[src/rtl/vram_pkg.sv]
// Shared video RAM geometry and encodings, used by the arbiter, its fill engine
// and the video timing generator.
package vram_pkg;

    localparam int VRAM_ADDR_W    = 15;     // {row[8:0], byte column[5:0]}
    localparam int VRAM_DATA_W    = 8;      // 8 pixels per byte, MSB leftmost
    localparam int VRAM_FILL_LAST = 16383;

    typedef enum logic {
        IDLE = 1'b0,
        FILL = 1'b1
    } fill_state_e;

    typedef enum logic {
        SRC_DISP = 1'b0,
        SRC_HOST = 1'b1
    } rd_src_e;

endpackage

[src/rtl/vram_fill.sv]
// Screen fill engine: writes a latched pattern to addresses 0..FILL_LAST,
// advancing only on cycles where the arbiter lets its write through.
module vram_fill
    import vram_pkg::*;
#(
    parameter int ADDR_W    = VRAM_ADDR_W,
    parameter int DATA_W    = VRAM_DATA_W,
    parameter int FILL_LAST = VRAM_FILL_LAST
) (
    input  logic              clk,
    input  logic              rst_n,
    input  logic              fill_start,
    input  logic [DATA_W-1:0] fill_pattern,
    input  logic              wr_grant,
    output logic              fill_busy,
    output logic              fill_done,
    output logic [ADDR_W-1:0] fill_addr,
    output logic [DATA_W-1:0] fill_wdata
);

    localparam logic [ADDR_W-1:0] LAST_ADDR = ADDR_W'(FILL_LAST);

    fill_state_e       state_q, state_d;
    logic [ADDR_W-1:0] cnt_q, cnt_d;
    logic [DATA_W-1:0] pat_q, pat_d;
    logic              done_q, done_d;

    always_ff @(posedge clk or negedge rst_n) begin
        if (!rst_n) begin
            state_q <= IDLE;
            cnt_q   <= '0;
            pat_q   <= '0;
            done_q  <= 1'b0;
        end else begin
            state_q <= state_d;
            cnt_q   <= cnt_d;
            pat_q   <= pat_d;
            done_q  <= done_d;
        end
    end

    always_comb begin
        state_d = state_q;
        cnt_d   = cnt_q;
        pat_d   = pat_q;
        done_d  = 1'b0;
        case (state_q)
            IDLE: begin
                if (fill_start) begin
                    state_d = FILL;
                    cnt_d   = '0;
                    pat_d   = fill_pattern;
                end
            end
            FILL: begin
                // fill_start is deliberately ignored while a fill is running
                if (wr_grant) begin
                    if (cnt_q == LAST_ADDR) begin
                        state_d = IDLE;
                        done_d  = 1'b1;
                    end else begin
                        cnt_d = cnt_q + ADDR_W'(1);
                    end
                end
            end
            default: state_d = IDLE;
        endcase
    end

    assign fill_busy  = (state_q == FILL);
    assign fill_done  = done_q;
    assign fill_addr  = cnt_q;
    assign fill_wdata = pat_q;

endmodule

[src/rtl/vram_arbiter.sv]
// Single-port video RAM arbiter: display > host > fill, fixed per cycle.
// Read data is steered back to its requester by a one-cycle source tag.
module vram_arbiter
    import vram_pkg::*;
#(
    parameter int ADDR_W    = VRAM_ADDR_W,
    parameter int DATA_W    = VRAM_DATA_W,
    parameter int FILL_LAST = VRAM_FILL_LAST
) (
    input  logic              clk,
    input  logic              rst_n,
    input  logic              disp_req,
    input  logic [ADDR_W-1:0] disp_addr,
    output logic [DATA_W-1:0] disp_data,
    output logic              disp_valid,
    input  logic              host_req,
    input  logic              host_we,
    input  logic [ADDR_W-1:0] host_addr,
    input  logic [DATA_W-1:0] host_wdata,
    output logic              host_ready,
    output logic [DATA_W-1:0] host_rdata,
    output logic              host_rvalid,
    input  logic              fill_start,
    input  logic [DATA_W-1:0] fill_pattern,
    output logic              fill_busy,
    output logic              fill_done,
    output logic [ADDR_W-1:0] mem_addr,
    output logic              mem_we,
    output logic [DATA_W-1:0] mem_wdata,
    input  logic [DATA_W-1:0] mem_rdata
);

    logic              host_grant;
    logic              fill_grant;
    logic              rd_issue;
    rd_src_e           rd_src_q, rd_src_d;
    logic              rd_pend_q;
    logic [ADDR_W-1:0] addr_q;
    logic [DATA_W-1:0] disp_hold_q;
    logic [DATA_W-1:0] host_hold_q;
    logic [ADDR_W-1:0] fill_addr;
    logic [DATA_W-1:0] fill_wdata;

    vram_fill #(
        .ADDR_W    (ADDR_W),
        .DATA_W    (DATA_W),
        .FILL_LAST (FILL_LAST)
    ) u_fill (
        .clk          (clk),
        .rst_n        (rst_n),
        .fill_start   (fill_start),
        .fill_pattern (fill_pattern),
        .wr_grant     (fill_grant),
        .fill_busy    (fill_busy),
        .fill_done    (fill_done),
        .fill_addr    (fill_addr),
        .fill_wdata   (fill_wdata)
    );

    // The display is never stalled, so the host simply waits out display cycles.
    assign host_ready = !disp_req;
    assign host_grant = host_req && !disp_req;
    assign fill_grant = fill_busy && !disp_req && !host_req;

    always_comb begin
        mem_addr  = addr_q;
        mem_we    = 1'b0;
        mem_wdata = host_wdata;
        rd_issue  = 1'b0;
        rd_src_d  = rd_src_q;
        if (disp_req) begin
            mem_addr = disp_addr;
            rd_issue = 1'b1;
            rd_src_d = SRC_DISP;
        end else if (host_grant) begin
            mem_addr = host_addr;
            mem_we   = host_we;
            if (!host_we) begin
                rd_issue = 1'b1;
                rd_src_d = SRC_HOST;
            end
        end else if (fill_grant) begin
            mem_addr  = fill_addr;
            mem_we    = 1'b1;
            mem_wdata = fill_wdata;
        end
    end

    always_ff @(posedge clk or negedge rst_n) begin
        if (!rst_n) begin
            addr_q      <= '0;
            rd_pend_q   <= 1'b0;
            rd_src_q    <= SRC_DISP;
            disp_hold_q <= '0;
            host_hold_q <= '0;
        end else begin
            addr_q      <= mem_addr;
            rd_pend_q   <= rd_issue;
            rd_src_q    <= rd_src_d;
            disp_hold_q <= disp_data;
            host_hold_q <= host_rdata;
        end
    end

    // RAM data is only live for one cycle; outside the strobe the last value is held.
    assign disp_valid  = rd_pend_q && (rd_src_q == SRC_DISP);
    assign host_rvalid = rd_pend_q && (rd_src_q == SRC_HOST);
    assign disp_data   = disp_valid  ? mem_rdata : disp_hold_q;
    assign host_rdata  = host_rvalid ? mem_rdata : host_hold_q;

endmodule

[config.mk]
export PLATFORM = sky130hd
export DESIGN_NAME = vram_arbiter
export DESIGN_NICKNAME = d
export VERILOG_FILES = /design/src/rtl/vram_pkg.sv /design/src/rtl/vram_fill.sv /design/src/rtl/vram_arbiter.sv
export SDC_FILE = /design/constraint.sdc
export NUM_CORES = 1
export LEC_CHECK = 0
export BUFFER_PORTS_ARGS = -buffer_cell sky130_fd_sc_hd__buf_2
export CELL_PAD_IN_SITES_DETAIL_PLACEMENT = 0
export CELL_PAD_IN_SITES_GLOBAL_PLACEMENT = 1
export CORE_MARGIN = 1
export CORE_UTILIZATION = 38
export DETAILED_ROUTE_END_ITERATION = 8
export PLACE_DENSITY_LB_ADDON = 0.1
export SYNTH_ARGS = -nofsm -noshare
export SYNTH_HDL_FRONTEND = slang
export SYNTH_HIERARCHICAL = 1
export SYNTH_SLANG_ARGS = --single-unit
[constraint.sdc]
create_clock -name clk -period 2.05 [get_ports clk]
set_input_delay 0.205 -clock clk [delete_from_list [all_inputs] [get_ports clk]]
set_output_delay 0.205 -clock clk [all_outputs]
set_load 0.02 [all_outputs]
### Yosys cells after proc, flatten, opt, wreduce, memory -nomap -nowiden

Index checks and enable logic that the tools add are counted.

| storage, ports and cells | value |
|---|---|
| bits in registers | 58 |
| input bits | 60 |
| word-level logic and storage cells | 56 |

| cells by class | value |
|---|---|
| $add $sub $neg | 1 |
| equality and inequality tests | 5 |
| muxes and demuxes | 28 |
| bitwise logic cells | 2 |
| reductions and logical operators | 11 |

Operators with widths:

| operator | number |
|---|---|
| 2-to-1 mux 15 bit | 6 |
| 2-to-1 mux 8 bit | 5 |
| case mux 15 bit (2 select lines) | 1 |
| adder 15 x 1 -> 15 bit (second input constant) | 1 |
| equality test 15 x 14 -> 1 bit (second input constant) | 1 |
| 2-to-1 mux 1 bit | 15 |
| inequality test 2 bit (second input constant) | 4 |
| logical AND 1 bit | 5 |
| AND reduction 2 bit | 2 |
| AND reduction 3 bit | 1 |
| logical NOT 1 bit | 2 |
| NOT 1 bit | 2 |
| case mux 1 bit (2 select lines) | 1 |
| nonzero test 2 bit | 1 |

### Longest topological paths before layout

| logic depth | value |
|---|---|
| depth in word-level cells | 6 |
| mapped depth | 7 |
| gate-level depth less buffers | 5 |

### Hierarchy

The synthesis kept the hierarchy.

By module, submodules not included:

| module | times used | cells each | area an instance (sq um) | sequential area each (sq um) |
|---|---|---|---|---|
| vram_arbiter | 1 | 139 | 1749.2 | 825.8 |
| vram_fill | 1 | 147 | 1336.3 | 625.6 |

### Worst setup path after synthesis

OpenSTA, ideal clock, no wires.

| timing | value |
|---|---|
| kind | register to register |
| start | register u_fill.state_q, in the netlist u_fill/fill_busy |
| end | register u_fill.cnt_q[12], in the netlist u_fill/fill_addr[12] |
| arrival | 1767 ps |
| slack | 137 ps |
| stages on the path, launching flop included | 7 |
| clock period less this slack | 1913 ps |
| cells stage by stage | dfrtp_1 -> buf_6 -> nor3b_2 -> buf_6 -> a21oi_1 -> a21oi_1 -> o221ai_1 |

| between the ends | value |
|---|---|
| cells in the longest elaborated chain, start to end | 4 |
| elaborated cells between the ends (all ways) | 8 |
| those cells by class | 3 x eq/ne; 1 x mux; 1 x bitwise; 3 x reduce/logical |

Ends and longest elaborated chain:

| item | RTL line | source |
|---|---|---|
| start: declaration | vram_fill.sv:23 | `fill_state_e state_q, state_d;` |
| start signal: assignment | vram_fill.sv:35 | `state_q <= state_d;` |
| logical AND 1 bit (2 in series) | vram_arbiter.sv:63 | `assign fill_grant = fill_busy && !disp_req && !host_req;` |
| named net fill_grant | vram_arbiter.sv:34 | `logic fill_grant;` |
| inequality test 2 bit (no source line) | -- |  |
| AND reduction 3 bit (no source line) | -- |  |
| end signal: assignment | vram_fill.sv:36 | `cnt_q <= cnt_d;` |
| end: declaration | vram_fill.sv:24 | `logic [ADDR_W-1:0] cnt_q, cnt_d;` |

The timed path passes the listed nets, and every way through them passes these cells.
A chain may end at the register's enable or synchronous reset.

### Worst setup path in the final report

| timing | value |
|---|---|
| start | register u_fill.state_q, in the netlist u_fill/fill_busy |
| end | output mem_wdata[4] |

| between the ends | value |
|---|---|
| cells in the longest elaborated chain, start to end | 5 |

Ends and longest elaborated chain:

| item | RTL line | source |
|---|---|---|
| logical AND 1 bit (2 in series) | vram_arbiter.sv:63 |  |
| 2-to-1 mux 8 bit | vram_arbiter.sv:82 | `end else if (fill_grant) begin` |
| 2-to-1 mux 8 bit | vram_arbiter.sv:75 | `end else if (host_grant) begin` |
| 2-to-1 mux 8 bit | vram_arbiter.sv:71 | `if (disp_req) begin` |
| end: declaration | vram_arbiter.sv:29 | `output logic [DATA_W-1:0] mem_wdata,` |

No other way between the ends.

==> flow_metrics.env <==
export IMPL_yosys_top_cells_count="58 x dfrtp_1, 36 x nand2_1, 19 x nor2b_1, 17 x mux2i_1"
export IMPL_yosysTopAreaCell="dfrtp_1"
export IMPL_drt_total_wl_um=7522
export IMPL_placementRows=32
export IMPL_power_mw=3.707
export IMPL_maxCapViolCount=0
export IMPL_antenna_found_initial=0
export IMPL_hp_start="fill_pattern[5]"
export IMPL_grt_usage_pct=19.19
export IMPL_whs_path_depth=3
export IMPL_nNetsFinal=463
export IMPL_die_area_mm2=0.008484
export IMPL_clock_sinks=58
export IMPL_slew_violations=0
export IMPL_syn_area_mm2=0.003085
export IMPL_synth_area_leaders="dfrtp_1 47%, mux2_2 5.8%, mux2i_1 5.5%, nand2_1 4.4%, mux2_4 3.9%"
export IMPL_drcViolationCount=0
export IMPL_vias_per_cell=5.043
export IMPL_arrival_ns=1.75
export IMPL_slowest_stage="dfrtp_1"
export IMPL_design_core_area_mm2=0.007807
export IMPL_tns_ns=0
export IMPL_synth_seq_cells=58
export IMPL_worst_pin_slew_ns=0.7265
export IMPL_worstReg2RegEnd="u_fill/fill_addr[10]"
export IMPL_syn_avg_cell_area_um2=10.79
export IMPL_rsz0062_at_grt="no"
export IMPL_synth_flop_cell="dfrtp_1"
export IMPL_hpwl_um=5400
export IMPL_crit_chain="nor3b_4, buf_6, mux2_4, buf_2"
export IMPL_finalHoldViolCount=0
export IMPL_gr_total_overflow=0
export IMPL_timing_hold_ws_ns=0.05796
export IMPL_status="complete, no violations"
export IMPL_combPwrFrac_pct=25.4
export IMPL_yosysTopAreaCellShare_pct=47.04
export IMPL_num_antenna_cells=0
export IMPL_critical_path_max_stage_delay_ns=0.42
export IMPL_wl_per_cell_um=14.78
export IMPL_peakVddDrop_v=0.0003718
export IMPL_vias=2567
export IMPL_post_route_period_util_pct=95.44
export IMPL_hold_class="input port to flip-flop"
export IMPL_synth_warnings=6
export IMPL_die_width_um=92.11
export IMPL_initial_core_util_pct=39.52
export IMPL_worstPathMaxFanout=8
export IMPL_fin_crit_ns=1.956
export IMPL_postRouteAntennaNets=0
export IMPL_seqPwrFrac_pct=39.4
export IMPL_reg2reg_depth=5
export IMPL_synth_cell_types=46
export IMPL_reg2reg_slack_ns=0.13
export IMPL_total_leakage_power_nw=1.954
export IMPL_setup_violations=0
export IMPL_clk_path_buf_depth=2
export IMPL_powerDensity_mw_per_mm2=916.7
export IMPL_cts_tree="built"
export IMPL_yosysSeqAreaShare_pct=47.04
export IMPL_area_delta_synth_final_pct=31.06
export IMPL_chipHeight_um=92.11
export IMPL_fmax_mhz=511.1
export IMPL_slew_headroom_pct=51.51
export IMPL_switching_share_pct=30.87
export IMPL_clock_power_share_pct=35.2
export IMPL_cp_required_ns=1.85
export IMPL_p_int_mw=2.563
export IMPL_gp_congestion=0.8339
export IMPL_cts_htree_levels=3
export IMPL_layout_drive_gt1_share_pct=41.77
export IMPL_start_kind="flip-flop"
export IMPL_grt_pass1_vias=2565
export IMPL_io_buffers=104
export IMPL_path_clk_slew_ns=0.07
export IMPL_finalInstanceArea_mm2=0.004044
export IMPL_firstDrtPassIters=4
export IMPL_io_pins=105
export IMPL_hold_end="u_fill/fill_wdata[5]"
export IMPL_grt_max_degree=39
export IMPL_grt_pass1_wl_um=12520
export IMPL_synth_edff_count=0
export IMPL_syn_nets=347
export IMPL_syn_inst=286
export IMPL_cts_buffers=9
export IMPL_postPlaceCellArea_mm2=0.003765
export IMPL_async_reset_ff_share_pct=100.0
export IMPL_criticalPathCategory="flip-flop to output pin"
export IMPL_root_buffer="clkbuf_8"
export IMPL_fin_skew_ns=0.01195
export IMPL_final_util_pct=51.79
export IMPL_p_switching_mw=1.144
export IMPL_endpoint_kind="output pin"
export IMPL_insertion_delay_ns=0.33
export IMPL_yosysMostFrequentCell="dfrtp_1"
export IMPL_reg2reg_from="u_fill/fill_addr[0]"
export IMPL_num_fill_cells=738
export IMPL_drtIter0Drc=82
==> flip-flops by register name, summed over array words and instances, names as in the netlist <==
register,cells
u_fill/fill_busy,1
host_hold_q,8
u_fill/fill_done,1
addr_q,15
u_fill/fill_addr,15
u_fill/fill_wdata,8
rd_src_q,1
rd_pend_q,1
disp_hold_q,8
==> area by class of cell <==
type                    instances  area [um^2]  share of cell area, %
well taps                     102        127.6                  3.156
clock buffers                   9        123.9                  3.063
multi-input cells             200         1495                  36.97
repair buffers                120        671.9                  16.62
clock inverters                 7        125.1                  3.094
inverters                      13        48.80                  1.207
flip-flops and latches         58         1451                  35.89
==> critical path, delay by kind of cell (launching register included) <==
family | cells | cell delay (ns)
multiplexers | 1 | 0.31
buffers and inverters | 2 | 0.37
flip-flops | 1 | 0.42
AND/OR/NAND/NOR | 1 | 0.32
==> through the flow <==
stage               worst slack, ns  cells
global placement             0.1216    491
CTS                         0.01123    508
floorplan                    0.1369    286
detailed placement          0.09324    491
finish                      0.09350    509
global route                0.01472    509
==> power by group through the flow <==
stage / registers [mW] / clock network [mW] / logic, mW
6_report: 1.46 / 1.30 / 0.943
5_1_grt: 1.49 / 1.40 / 1.04
4_1_cts: 1.46 / 1.34 / 0.950
3_5_place_dp: 1.48 / 0 / 0.943
3_3_place_gp: 1.48 / 0 / 0.931
2_1_floorplan: 1.46 / 0 / 0.623
==> layout by cell type, fill, tap and decap left out, types with 4 or more instances in the layout <==
cell type / n
buf_2: 104
dfrtp_1: 58
nand2_1: 36
nor2b_1: 19
mux2i_1: 17
mux2_2: 16
nor3b_1: 16
inv_1: 13
a211oi_1: 12
buf_4: 12
clkbuf_8: 9
mux2_4: 8
nand3_1: 7
nor2_1: 6
nor3_1: 4
o21ai_0: 4
a22o_1: 4
a221oi_1: 4
==> kinds of logic after synthesis <==
| logic type | Yosys count | share of synthesized area [%] |
|---|---|---|
| mux | 41 | 15.25 |
| simple gates | 109 | 19.71 |
| buf+inv | 28 | 4.785 |
| flops | 58 | 47.04 |
| fa+ha+maj | 1 | 0.4055 |
| compound gates | 49 | 12.81 |
==> worst max path at each step <==
| stage | start | end | slack [ns] |
|---|---|---|---|
| after floorplan | u_fill/fill_busy | u_fill/fill_addr[12] | 0.14 |
| after global placement | disp_req | mem_addr[10] | 0.12 |
| after detailed placement | disp_req | mem_addr[13] | 0.09 |
| after CTS | u_fill/fill_busy | mem_wdata[4] | 0.01 |
| after global routing | u_fill/fill_busy | mem_wdata[4] | 0.01 |
| final | u_fill/fill_busy | mem_wdata[4] | 0.09 |
==> repair_timing <==
action                                  CTS  global route
setup buffers                             0             1
endpoints found under the setup margin    8            16
hold buffers                              1             0
cloned                                    0             0
endpoints found under the hold margin    29             0
resized for setup                         1             2
==> layer usage <==
metal	routed length [um]	GRT usage [%]	share of wire, %
met1	3555	24.79	47
met2	3552	31.53	47
met3	346	3.648	4.6
met4	67	7.813	0.89
met5	0	0	0
No activity file was read; power rests on OpenSTA's default activity.
